**config.mk**
```make
export PLATFORM = sky130hd
export DESIGN_NAME = matmul_lane_scheduler_flat
export DESIGN_NICKNAME = d
export VERILOG_FILES = /design/src/rtl/matmul_lane_scheduler_if.sv /design/src/rtl/matmul_lane_scheduler.sv /design/src/flat_wrapper.sv
export SDC_FILE = /design/constraint.sdc
export NUM_CORES = 1
export LEC_CHECK = 0
export ABC_AREA = 1
export CAP_MARGIN = 20
export CORE_UTILIZATION = 51
export CTS_CLUSTER_SIZE = 28
export DETAILED_ROUTE_END_ITERATION = 7
export DONT_BUFFER_PORTS = 1
export PLACE_DENSITY = 0.66
export RECOVER_POWER = 25
export SYNTH_ARGS = -nofsm -noshare
export SYNTH_HDL_FRONTEND = slang
export SYNTH_SLANG_ARGS = --single-unit
```
**constraint.sdc**
```tcl
create_clock -name clk -period 5.38 [get_ports clk]
set_input_delay 1.076 -clock clk [delete_from_list [all_inputs] [get_ports clk]]
set_output_delay 1.076 -clock clk [all_outputs]
set_load 0.01 [all_outputs]
```
**src/rtl/matmul_lane_scheduler_if.sv**
```systemverilog
// Handshake bundle between the layer sequencer, the dot-product engine bank
// and the result buffer for matmul_lane_scheduler.
// slave  : the scheduler itself
// master : the surrounding environment (sequencer, engines, buffer)
interface matmul_lane_scheduler_if #(
    parameter int ADDR_WIDTH = 10,
    parameter int DATA_WIDTH = 16,
    parameter int NUM_LANES  = 4
);
    logic                                start;
    logic                                abort;
    logic [ADDR_WIDTH-1:0]               cfg_out_count;
    logic [ADDR_WIDTH-1:0]               cfg_vec_len;
    logic                                busy;
    logic                                done;
    logic [NUM_LANES-1:0]                dp_start;
    logic [NUM_LANES-1:0]                dp_done;
    logic [NUM_LANES*ADDR_WIDTH-1:0]     dp_weight_base_addr;
    logic [NUM_LANES*2*DATA_WIDTH-1:0]   dp_result;
    logic                                result_wr_en;
    logic [ADDR_WIDTH-1:0]               result_wr_addr;
    logic [2*DATA_WIDTH-1:0]             result_wr_data;

    modport master (
        output start, abort, cfg_out_count, cfg_vec_len, dp_done, dp_result,
        input  busy, done, dp_start, dp_weight_base_addr,
               result_wr_en, result_wr_addr, result_wr_data
    );

    modport slave (
        input  start, abort, cfg_out_count, cfg_vec_len, dp_done, dp_result,
        output busy, done, dp_start, dp_weight_base_addr,
               result_wr_en, result_wr_addr, result_wr_data
    );
endinterface

```
**src/rtl/matmul_lane_scheduler.sv**
```systemverilog
// matmul_lane_scheduler: issues one output neuron per dot-product engine in
// passes of NUM_LANES, collects the per-lane results and serialises them to
// the result buffer in lane order.
// Optional macro RELU_EN: when defined, negative results are written as 0.
//
// state   | meaning
// --------+---------------------------------------------------------------
// S_IDLE  | waiting for start; config is sampled on an accepted start
// S_ISSUE | one cycle: start active lanes, publish their weight row bases
// S_WAIT  | collect dp_done/dp_result from active lanes into capture regs
// S_DRAIN | one result-buffer write per cycle, ascending active lanes
// S_FIN   | last pass drained; emit the done pulse
//
// Every output is registered from the decision made in the current state, so
// dp_start/base address appear the cycle after ISSUE, writes the cycle after
// each DRAIN cycle, and done the cycle after FIN. busy alone is registered
// from the next state so it tracks state != IDLE exactly.
module matmul_lane_scheduler #(
    parameter int ADDR_WIDTH = 10,
    parameter int DATA_WIDTH = 16,
    parameter int NUM_LANES  = 4
) (
    input logic                     clk,
    input logic                     rst_n,
    matmul_lane_scheduler_if.slave  bus
);
    localparam int RW = 2 * DATA_WIDTH;
    localparam int LW = (NUM_LANES > 1) ? $clog2(NUM_LANES) : 1;
    // wide enough that base_idx + lane never wraps in the compares
    localparam int CW = ADDR_WIDTH + LW + 2;

    typedef enum logic [2:0] {
        S_IDLE,
        S_ISSUE,
        S_WAIT,
        S_DRAIN,
        S_FIN
    } state_t;

    state_t                          state_q, state_d;
    logic [ADDR_WIDTH-1:0]           out_cnt_q, out_cnt_d;
    logic [ADDR_WIDTH-1:0]           stride_q, stride_d;
    logic [ADDR_WIDTH-1:0]           base_idx_q, base_idx_d;
    logic [NUM_LANES-1:0]            active_q, active_d;
    logic [NUM_LANES-1:0]            flag_q, flag_d;
    logic [RW-1:0]                   cap_q [NUM_LANES];
    logic [RW-1:0]                   cap_d [NUM_LANES];
    logic [LW-1:0]                   lane_q, lane_d;

    logic                            busy_q, busy_d;
    logic                            done_q, done_d;
    logic [NUM_LANES-1:0]            dp_start_q, dp_start_d;
    logic [NUM_LANES*ADDR_WIDTH-1:0] dp_base_q, dp_base_d;
    logic                            wr_en_q, wr_en_d;
    logic [ADDR_WIDTH-1:0]           wr_addr_q, wr_addr_d;
    logic [RW-1:0]                   wr_data_q, wr_data_d;

    logic                            last_lane;
    logic [RW-1:0]                   drain_val;

    // Next-state, datapath updates and registered-output values.
    always_comb begin
        state_d    = state_q;
        out_cnt_d  = out_cnt_q;
        stride_d   = stride_q;
        base_idx_d = base_idx_q;
        active_d   = active_q;
        flag_d     = flag_q;
        cap_d      = cap_q;
        lane_d     = lane_q;
        done_d     = 1'b0;
        dp_start_d = '0;
        dp_base_d  = dp_base_q;
        wr_en_d    = 1'b0;
        wr_addr_d  = '0;
        wr_data_d  = '0;
        last_lane  = 1'b0;
        drain_val  = cap_q[lane_q];

        case (state_q)
            S_IDLE: begin
                if (bus.start && !bus.abort) begin
                    out_cnt_d  = bus.cfg_out_count;
                    stride_d   = bus.cfg_vec_len;
                    base_idx_d = '0;
                    flag_d     = '0;
                    lane_d     = '0;
                    state_d    = (bus.cfg_out_count == '0) ? S_FIN : S_ISSUE;
                end
            end

            S_ISSUE: begin
                // base addresses are refreshed for every lane; only active
                // lanes get a start pulse
                for (int l = 0; l < NUM_LANES; l++) begin
                    active_d[l] = (CW'(base_idx_q) + CW'(l)) < CW'(out_cnt_q);
                    dp_base_d[l*ADDR_WIDTH +: ADDR_WIDTH] =
                        (base_idx_q + ADDR_WIDTH'(l)) * stride_q;
                end
                dp_start_d = active_d;
                flag_d     = '0;
                lane_d     = '0;
                state_d    = S_WAIT;
            end

            S_WAIT: begin
                for (int l = 0; l < NUM_LANES; l++) begin
                    if (bus.dp_done[l] && active_q[l] && !flag_q[l]) begin
                        cap_d[l]  = bus.dp_result[l*RW +: RW];
                        flag_d[l] = 1'b1;
                    end
                end
                if ((flag_d & active_q) == active_q) begin
                    state_d = S_DRAIN;
                end
            end

            S_DRAIN: begin
`ifdef RELU_EN
                drain_val = cap_q[lane_q][RW-1] ? '0 : cap_q[lane_q];
`else
                drain_val = cap_q[lane_q];
`endif
                wr_en_d   = 1'b1;
                wr_addr_d = base_idx_q + ADDR_WIDTH'(lane_q);
                wr_data_d = drain_val;
                // active lanes are always a contiguous low group
                last_lane = (lane_q == LW'(NUM_LANES - 1)) ||
                            ((CW'(base_idx_q) + CW'(lane_q) + CW'(1)) >= CW'(out_cnt_q));
                if (last_lane) begin
                    lane_d = '0;
                    if ((CW'(base_idx_q) + CW'(NUM_LANES)) >= CW'(out_cnt_q)) begin
                        state_d = S_FIN;
                    end else begin
                        base_idx_d = base_idx_q + ADDR_WIDTH'(NUM_LANES);
                        flag_d     = '0;
                        state_d    = S_ISSUE;
                    end
                end else begin
                    lane_d = lane_q + 1'b1;
                end
            end

            S_FIN: begin
                done_d  = 1'b1;
                state_d = S_IDLE;
            end

            default: begin
                state_d = S_IDLE;
            end
        endcase

        // abort wins over everything outside IDLE; progress is dropped
        if (bus.abort && (state_q != S_IDLE)) begin
            state_d    = S_IDLE;
            flag_d     = '0;
            lane_d     = '0;
            done_d     = 1'b0;
            dp_start_d = '0;
            dp_base_d  = dp_base_q;
            wr_en_d    = 1'b0;
            wr_addr_d  = '0;
            wr_data_d  = '0;
        end

        busy_d = (state_d != S_IDLE);
    end

    // State, datapath and output registers.
    always_ff @(posedge clk or negedge rst_n) begin
        if (!rst_n) begin
            state_q    <= S_IDLE;
            out_cnt_q  <= '0;
            stride_q   <= '0;
            base_idx_q <= '0;
            active_q   <= '0;
            flag_q     <= '0;
            lane_q     <= '0;
            for (int l = 0; l < NUM_LANES; l++) begin
                cap_q[l] <= '0;
            end
            busy_q     <= 1'b0;
            done_q     <= 1'b0;
            dp_start_q <= '0;
            dp_base_q  <= '0;
            wr_en_q    <= 1'b0;
            wr_addr_q  <= '0;
            wr_data_q  <= '0;
        end else begin
            state_q    <= state_d;
            out_cnt_q  <= out_cnt_d;
            stride_q   <= stride_d;
            base_idx_q <= base_idx_d;
            active_q   <= active_d;
            flag_q     <= flag_d;
            lane_q     <= lane_d;
            cap_q      <= cap_d;
            busy_q     <= busy_d;
            done_q     <= done_d;
            dp_start_q <= dp_start_d;
            dp_base_q  <= dp_base_d;
            wr_en_q    <= wr_en_d;
            wr_addr_q  <= wr_addr_d;
            wr_data_q  <= wr_data_d;
        end
    end

    assign bus.busy                = busy_q;
    assign bus.done                = done_q;
    assign bus.dp_start            = dp_start_q;
    assign bus.dp_weight_base_addr = dp_base_q;
    assign bus.result_wr_en        = wr_en_q;
    assign bus.result_wr_addr      = wr_addr_q;
    assign bus.result_wr_data      = wr_data_q;
endmodule

```
**src/flat_wrapper.sv**
```systemverilog
// flat-port wrapper written by rule: the top's interface ports become plain ports
module matmul_lane_scheduler_flat 
#(
    parameter int ADDR_WIDTH = 10,
    parameter int DATA_WIDTH = 16,
    parameter int NUM_LANES  = 4
)
  (clk, rst_n, bus_start, bus_abort, bus_cfg_out_count, bus_cfg_vec_len, bus_dp_done, bus_dp_result, bus_busy, bus_done, bus_dp_start, bus_dp_weight_base_addr, bus_result_wr_en, bus_result_wr_addr, bus_result_wr_data);
  matmul_lane_scheduler_if #(.ADDR_WIDTH(ADDR_WIDTH), .DATA_WIDTH(DATA_WIDTH), .NUM_LANES(NUM_LANES)) bus_i ();
  input logic clk;
  input logic rst_n;
  input wire logic [$bits(bus_i.start)-1:0] bus_start;
  input wire logic [$bits(bus_i.abort)-1:0] bus_abort;
  input wire logic [$bits(bus_i.cfg_out_count)-1:0] bus_cfg_out_count;
  input wire logic [$bits(bus_i.cfg_vec_len)-1:0] bus_cfg_vec_len;
  input wire logic [$bits(bus_i.dp_done)-1:0] bus_dp_done;
  input wire logic [$bits(bus_i.dp_result)-1:0] bus_dp_result;
  output wire logic [$bits(bus_i.busy)-1:0] bus_busy;
  output wire logic [$bits(bus_i.done)-1:0] bus_done;
  output wire logic [$bits(bus_i.dp_start)-1:0] bus_dp_start;
  output wire logic [$bits(bus_i.dp_weight_base_addr)-1:0] bus_dp_weight_base_addr;
  output wire logic [$bits(bus_i.result_wr_en)-1:0] bus_result_wr_en;
  output wire logic [$bits(bus_i.result_wr_addr)-1:0] bus_result_wr_addr;
  output wire logic [$bits(bus_i.result_wr_data)-1:0] bus_result_wr_data;
  assign bus_i.start = bus_start;
  assign bus_i.abort = bus_abort;
  assign bus_i.cfg_out_count = bus_cfg_out_count;
  assign bus_i.cfg_vec_len = bus_cfg_vec_len;
  assign bus_i.dp_done = bus_dp_done;
  assign bus_i.dp_result = bus_dp_result;
  assign bus_busy = bus_i.busy;
  assign bus_done = bus_i.done;
  assign bus_dp_start = bus_i.dp_start;
  assign bus_dp_weight_base_addr = bus_i.dp_weight_base_addr;
  assign bus_result_wr_en = bus_i.result_wr_en;
  assign bus_result_wr_addr = bus_i.result_wr_addr;
  assign bus_result_wr_data = bus_i.result_wr_data;
  matmul_lane_scheduler #(.ADDR_WIDTH(ADDR_WIDTH), .DATA_WIDTH(DATA_WIDTH), .NUM_LANES(NUM_LANES)) u_core (.clk(clk), .rst_n(rst_n), .bus(bus_i));
endmodule
```
==> impl_results.md, run 1 <==
* Status: finished clean
* Reg2reg path depth at 20
* Critical path, cell by cell: nand2_1 -> inv_1 -> fa_1 -> inv_1 -> fa_1 -> fa_1 -> fa_1 -> inv_1 -> fa_1 -> ha_1 -> nand2_1 -> inv_1 -> nand4_1 -> o211ai_1 -> xor2_1 -> nand3_1 -> nand2_1 -> nand3_1 -> nand3_1 -> nand2_1
* Core area at 31600 µm²
* Area post-placement at 16700 µm²
* Max FO, Critical Path at 11
* GR Layer Usage met3 at 4.31%
* Post-Synth Simple-Gate Area at between 10% and 20%
* Leakage at between 9 and 10 nW
* CTS Buf Count at 28
* Combined area of the multi-input logic cells at 8820 µm²
* Routed WL at roughly 39000 µm
* DR DRC count at 0
* Crit Reg-Reg Startpoint: u_core.stride_q[3]
* Xor/xnor share of the synthesized area at 2.40%
* Final Critical Period at 4.82 ns
* PwrDens at a little under 500 nW/µm²
* Most frequent cells in the layout: nand2_1 (283), dfrtp_1 (253), inv_1 (237), nor2_1 (177), ha_1 (126)
* Max-Cap Viols at 0
* Fin. Hold Viols at 0
* Post-Synthesis Cells at 1712
* Slew margin rel. at between 30% and 40%
* Least-Margin Pin Slew at 1.02 ns
* TritonCTS sink count at 254
* Max Slew Vio Count at 0
* Initial antenna violation count at 3
* HP Class: input pin to async pin
* Global placer's final weighted congestion at 0.897
* Fill cells at 2760
* Setup Buffers After CTS at 0
* RSZ-0062 raised after global routing: no
* Setup CP Type: register to register
* Crit path from: u_core.stride_q[3]
* CP Capture Type: register
* Peak Freq at around 0.21 GHz
* Number of hold buffers added after cts at 0
* Worst path required time at 5.83 ns
* Worst VDD drop at between 300 and 400 µV
* Register clock-pin slew on the reported worst setup and hold paths at 0.06 ns
* Global route total overflow at 0
* Clk_lat worst skew at 0.56 ns
* Fin nets at 2048
* Clock skew at approximately 0.034 ns
* Hold Slack at 0.249 ns
* Drt first pass iters at 5
* GRT busiest layer: met2
* Sequential element share of the synthesized area at 38.7%
* Crit-path most repeated cell: fa_1
* 1st-iter DRT viols at roughly 640
* Die height at 181 µm
* Largest family of logic cells by synthesized area: adder cells
* Met2 Use GR at 38.6%
* Top Ports at 245
* Starting density of the core at slightly above 50%
* Post-layout instance area at 17600 µm²
* Port Buffers at 0
* Clk buf depth at 3
* Die footprint at 32900 µm²
* Chip width at 181 µm
* Final setup vio count at 0
* First-pass GRT wire length at 61900 µm
* CP Launch Type: register
* Share of layout cells above drive strength 1 at 11.8%
* H-tree Lvls at 1
* Avg Cell Area, Syn at 9.60 µm²
* Vias per cell at 5.28
* Seq cells post-synth at 254
* Synth Area in Compound Gates at 6.73%
* Reg-to-reg endpoint: u_core.bus.dp_weight_base_addr[19]
* Reg2reg setup slack at 0.56 ns
* Mux cell area share after synthesis at 11.5%
* CTS tree: yes
* Detail Route Antenna Nets at 0
* Vias in the first global route at 11.4k
* Sequential cell area at 6360 µm²
* Vias after detailed routing at 11.2k
* Final cycle utilization of the critical path at 89.5%
* Setup TNS at 0 ns
* Resized Gates After CTS at 0
* Max incr delay on CP at 0.62 ns
* Area Overhead vs Synth at 7.33%
* Synth warn at 0
* Root Buffer: clkbuf_16
* Final core occ at a little under three fifths
* Synthesized area at 16400 µm²
* CP arrival at 5.27 ns
* Total GRT Usage at 23.8%
* Post-DR wirelength/cell at 18.2 µm
* Most common cell after layout, fill and taps aside: nand2_1
* GRT met1 Usage at 32.3%
* Adder-cell share of the synthesized area at 18.4%
* Critical path's slowest cell: dfrtp_1
* Detail Placement HPWL at ~28000 µm
* Pin count of the biggest net entering global routing at 255
* Rows at 65
* Distinct cells, synth at 43
==> layer usage <==
layer | routed length [µm] | vias to the layer above
met3 | 2150 | 68
li1 | - | 5412
met1 | 17200 | 5407
met5 | 0 | -
met4 | 1150 | 0
met2 | 18100 | 306
==> layout make-up <==
class                   count  share of cell area, %
clock inverters             9                  0.837
repair buffers             12                  0.511
well taps                 402                   2.85
inverters                 245                   5.22
multi-input cells        1153                   50.0
clock buffers              41                   4.48
flip-flops and latches    254                   36.1
diodes                      3                 0.0426
==> sequential cells by signal, summed over array words and instances, names as in the netlist, 4 cells and up <==
name and cells:
u_core.active_q 4, u_core.base_idx_q 8, u_core.bus.dp_start 4, u_core.bus.dp_weight_base_addr 36, u_core.bus.result_wr_addr 10, u_core.bus.result_wr_data 32, u_core.cap_q 128, u_core.flag_q 4
u_core.out_cnt_q 10, u_core.stride_q 10
==> metrics by stage <==
step                      power, mW  setup WS (ns)  instances
after floorplan                5.97          0.768       1726
after global placement         6.69          0.708       2066
after detailed placement       6.78          0.611       2066
after CTS                      8.76          0.565       2116
after global routing           9.39          0.264       2119
final                          8.72          0.563       2119
==> cell families (layout without fill, tap and decap cells) <==
kind of cell,Yosys count,in the layout
buf+inv,319,307
other cells,2,19
fa+ha+maj,198,198
compound gates,209,209
mux,128,128
simple gates,557,557
xor+xnor,45,45
flops,254,254
==> Yosys cell counts <==
cell type / count / area (µm²)
dfrtp_1: 254 / 6360
xor2_1: 28 / 245
a21boi_0: 1 / 7.51
buf_4: 4 / 30.0
mux2_2: 8 / 90.1
inv_2: 5 / 18.8
nand2_2: 1 / 6.26
nand4_1: 11 / 68.8
a22o_1: 1 / 8.76
buf_6: 12 / 135
o22ai_1: 3 / 18.8
fa_1: 72 / 1440
nor2_2: 2 / 12.5
a31oi_1: 7 / 43.8
buf_1: 3 / 11.3
o221ai_1: 1 / 8.76
ha_1: 126 / 1580
o21bai_1: 2 / 15.0
clkbuf_1: 50 / 188
nor3_1: 4 / 20.0
nor3_4: 1 / 16.3
conb_1: 2 / 7.51
a211oi_1: 1 / 7.51
o31ai_1: 1 / 7.51
a21oi_1: 63 / 315
o21ai_0: 117 / 586
xnor2_1: 17 / 149
mux2_4: 120 / 1800
clkinv_1: 2 / 7.51
o21ai_1: 1 / 5.00
nand3_1: 57 / 285
o21a_1: 1 / 7.51
nand4_4: 4 / 85.1
buf_2: 5 / 25.0
nor4_1: 2 / 12.5
inv_1: 238 / 893
nand2_1: 283 / 1060
o211ai_1: 7 / 52.6
a21o_1: 3 / 22.5
nor2_4: 2 / 22.5
nand3b_1: 9 / 67.6
nor2_1: 178 / 668
or2_2: 3 / 18.8
==> worst max path at each step <==
stage,end,slack (ns),depth (start not counted)
after floorplan,u_core.bus.dp_weight_base_addr[19],0.77,21
after CTS,u_core.bus.dp_weight_base_addr[39],0.57,15
after global routing,u_core.bus.dp_weight_base_addr[19],0.26,20
after detailed placement,u_core.bus.dp_weight_base_addr[19],0.61,20
final,u_core.bus.dp_weight_base_addr[19],0.56,20
after global placement,u_core.bus.dp_weight_base_addr[19],0.71,20
==> report_power, final <==
group / internal, mW / switching [mW]
clock: 1.16 / 0.771
combinational: 1.66 / 1.84
sequential: 2.66 / 0.614
total: 5.49 / 3.23
==> critical path: cells and delay by family, from the launching register on <==
| kind | cells | cell delay [ns] |
|---|---|---|
| AO/OA/AOI/OAI | 1 | 0.11 |
| XOR/XNOR | 1 | 0.21 |
| adder cells (fa/ha/maj) | 6 | 2.69 |
| buffers and inverters | 4 | 0.34 |
| flip-flops | 1 | 0.62 |
| AND/OR/NAND/NOR | 8 | 0.72 |
Note: power is estimated with default switching activity, not from simulation.
==> run 2, diff against run 1 <==
--- a/config.mk
+++ b/config.mk
@@ -6,12 +6,13 @@
 export NUM_CORES = 1
 export LEC_CHECK = 0
 export ABC_AREA = 1
+export ABC_CLOCK_PERIOD_IN_PS = 5380
 export CAP_MARGIN = 20
-export CORE_UTILIZATION = 51
+export CORE_UTILIZATION = 62
 export CTS_CLUSTER_SIZE = 28
 export DETAILED_ROUTE_END_ITERATION = 7
 export DONT_BUFFER_PORTS = 1
-export PLACE_DENSITY = 0.66
+export PLACE_DENSITY = 0.78
 export RECOVER_POWER = 25
 export SYNTH_ARGS = -nofsm -noshare
 export SYNTH_HDL_FRONTEND = slang
==> run 2 against run 1 <==
  * Cell area is 1.1% lower
  * Global-route usage is 5.4 points higher
  * First-iteration DRC count is 17% higher
  * Sequential share of layout area is 0.39 points higher
  * Count of clock-buffer cells in the layout is 3 lower
  * Clock skew is 0.011 ns lower
  * Flip-flop and latch count stayed put
  * Largest cell class unchanged
  * Highest routed layer unchanged
==> impl_results.md, run 2 (synthesized netlist as in run 1, its figures left out) <==
* CP arrival at 5.30 ns (+0.03 ns)
* Register with the most flip-flops: u_core.cap_q
* Die footprint at 27200 µm² (-18%)
* Clk buf depth at 3 (unchanged)
* Clock Power Share at 21.1% (-1.1 points)
* Vias in the first global route at 11.8k (+4.1%)
* Setup TNS at 0 ns (unchanged)
* Final cycle utilization of the critical path at 90.9% (+1.3 points)
* Reg2reg path depth at 13 (-35%)
* Reg-to-reg endpoint: u_core.bus.dp_weight_base_addr[39]
* Resized Gates After CTS at 0 (unchanged)
* Final core occ at 66.9% (+11 points)
* Area Overhead vs Synth at 6.18%
* Worst VDD drop at 418 µV (+18%)
* RSZ-0062 raised after global routing: no
* Post-layout instance area at 17400 µm² (-1.1%)
* N_diodes at 0 (-3)
* Area post-placement at 16600 µm² (-0.64%)
* DR DRC count at 0 (unchanged)
* Status: finished clean
* Total GRT Usage at 29.2% (+5.4 points)
* CTS tree: yes
* H-tree Lvls at 1 (unchanged)
* Crit Reg-Reg Startpoint: u_core.base_idx_q[4]
* Chip width at 165 µm (-9.2%)
* Critical path depth in cells at 13 (-35%)
* Comb pwr share at 40.9% (+0.6 points)
* Least-Margin Pin Slew at 0.979 ns (-0.0412 ns)
* Max Slew Vio Count at 0 (unchanged)
* Starting density of the core at 63.0% (+11 points)
* Register clock-pin slew on the reported worst setup and hold paths at 0.06 ns (about the same)
* Vias per cell at 5.61 (+6.2%)
* Post-DR wirelength/cell at 18.9 µm (+3.7%)
* Root Buffer: clkbuf_16
* Setup CP Type: register to register
* Rows at 59 (-9.2%)
* Crit-path most repeated cell: fa_1
* Setup Buffers After CTS at 0 (unchanged)
* Most common cell after layout, fill and taps aside: nand2_1
* 1st-iter DRT viols at 746 (+17%)
* Psw at 3.28 mW (+1.5%)
* Routed WL at 38600 µm (-0.12%)
* Max-Cap Viols at 0 (unchanged)
* Vias after detailed routing at 11.4k (+2.3%)
* TritonCTS sink count at 254 (unchanged)
* Number of hold buffers added after cts at 0 (unchanged)
* Critical path's slowest cell: dfrtp_1
* CTS Buf Count at 27 (-3.6%)
* Fin. Hold Viols at 0 (unchanged)
* CP bufs+invs at 1 (-3)
* Slew margin rel. at 34.6% (+2.7 points)
* Port Buffers at 0 (unchanged)
* Initial antenna violation count at 0 (-3)
* Global route total overflow at 0 (unchanged)
* Sw Share at 37.7% (+0.68 points)
* Final setup vio count at 0 (unchanged)
* Drt first pass iters at 5 (unchanged)
* Clock skew at 0.0223 ns (-0.0115 ns)
* Critical path's top delay family: adder cells
* Max FO, Critical Path at 14 (+3)
* Core area at 26100 µm² (-18%)
* CP Capture Type: register
* Max incr delay on CP at 0.69 ns (+0.07 ns)
* P_int at 5.41 mW (-1.4%)
* Clk_lat worst skew at 0.54 ns (-0.02 ns)
* Die height at 165 µm (-9.2%)
* Max FFs per register at 128 (unchanged)
* Share of layout cells above drive strength 1 at 11.5% (-0.30 points)
* Reg2reg setup slack at 0.49 ns (-0.07 ns)
* Top Ports at 245 (unchanged)
* Peak Freq at 0.205 GHz (-1.5%)
* Fin nets at 2044 (-0.20%)
* Leakage at 9.60 nW (-0.57%)
* HP Class: input pin to async pin
* Pin count of the biggest net entering global routing at 255 (unchanged)
* Register share of total power at 38.0% (+0.4 points)
* Most frequent cells in the layout: nand2_1 (283), dfrtp_1 (253), inv_1 (237), nor2_1 (177), ha_1 (126)
* Detail Placement HPWL at 27800 µm (-0.25%)
* CP Launch Type: register
* Worst path required time at 5.79 ns (-0.04 ns)
* First-pass GRT wire length at 61400 µm (-0.79%)
* Detail Route Antenna Nets at 0 (unchanged)
* Critical path, cell by cell: nand2_1 -> fa_1 -> fa_1 -> inv_1 -> fa_1 -> fa_1 -> fa_1 -> ha_1 -> nand2_1 -> o31ai_1 -> nand3_1 -> nand3_1 -> nand2_1
* Final Critical Period at 4.89 ns (+0.0717 ns)
* PwrDens at 498 nW/µm² (+0.79%)
* Global placer's final weighted congestion at 0.916 (+2.1%)
## run 2: cell types whose count changed in the layout (fill, tap and decap cells not counted), sizes merged
cell | previous run | this run
diode | 3 | 0
clkinvlp | 1 | 2
buf | 12 | 9
clkinv | 7 | 6
inv | 243 | 242
bufinv | 3 | 2
clkbuf | 41 | 38
## run 2: metal layers
layer  routed length, µm  GRT usage, %  up-vias
met5                   0             0        -
li1                    -             -     5400
met3                2650          6.08      112
met2               18100          47.4      400
met1               16100          38.2     5534
met4                1740          11.7        0
## run 2: cell type report
type                    instances  area [µm²]
flip-flops and latches        254        6360
multi-input cells            1153        8820
fillers                      1996        8620
clock inverters                 7        93.8
repair buffers                  9        67.6
well taps                     335         419
inverters                     245         920
clock buffers                  38         767
## run 2: power by group through the flow
stage          registers, mW  clock network [mW]  logic, mW
3_3_place_gp            3.28                   0       3.39
3_5_place_dp            3.31                   0       3.52
2_1_floorplan           3.11                   0       2.87
6_report                3.30                1.83       3.56
5_1_grt                 3.40                1.93       4.02
4_1_cts                 3.29                1.86       3.57
## run 2: metrics by stage
stage | setup WS [ns] | hold slack [ns] | power, mW | instances
final | 0.491 | 0.243 | 8.69 | 2041
after global routing | 0.234 | 0.230 | 9.34 | 2041
after CTS | 0.517 | 0.229 | 8.72 | 2041
after detailed placement | 0.552 | 0.465 | 6.82 | 1996
after global placement | 0.636 | 0.459 | 6.66 | 1996
after floorplan | 0.768 | 0.442 | 5.97 | 1726
## run 2: worst max path at each step
stage	start	endpoint
finish	u_core.base_idx_q[4]	u_core.bus.dp_weight_base_addr[39]
global route	u_core.base_idx_q[4]	u_core.bus.dp_weight_base_addr[39]
CTS	u_core.base_idx_q[4]	u_core.bus.dp_weight_base_addr[19]
detailed placement	u_core.base_idx_q[4]	u_core.bus.dp_weight_base_addr[19]
global placement	u_core.base_idx_q[4]	u_core.bus.dp_weight_base_addr[19]
floorplan	u_core.stride_q[2]	u_core.bus.dp_weight_base_addr[19]
## run 2: worst register-to-register path: cells and delay by family (launching register included)
family / cells / cell delay (ns)
AOI/OAI and AO/OA: 1 / 0.49
adders and majority gates: 6 / 2.87
buffers and inverters: 1 / 0.05
DFF: 1 / 0.69
and+or+nand+nor: 5 / 0.66
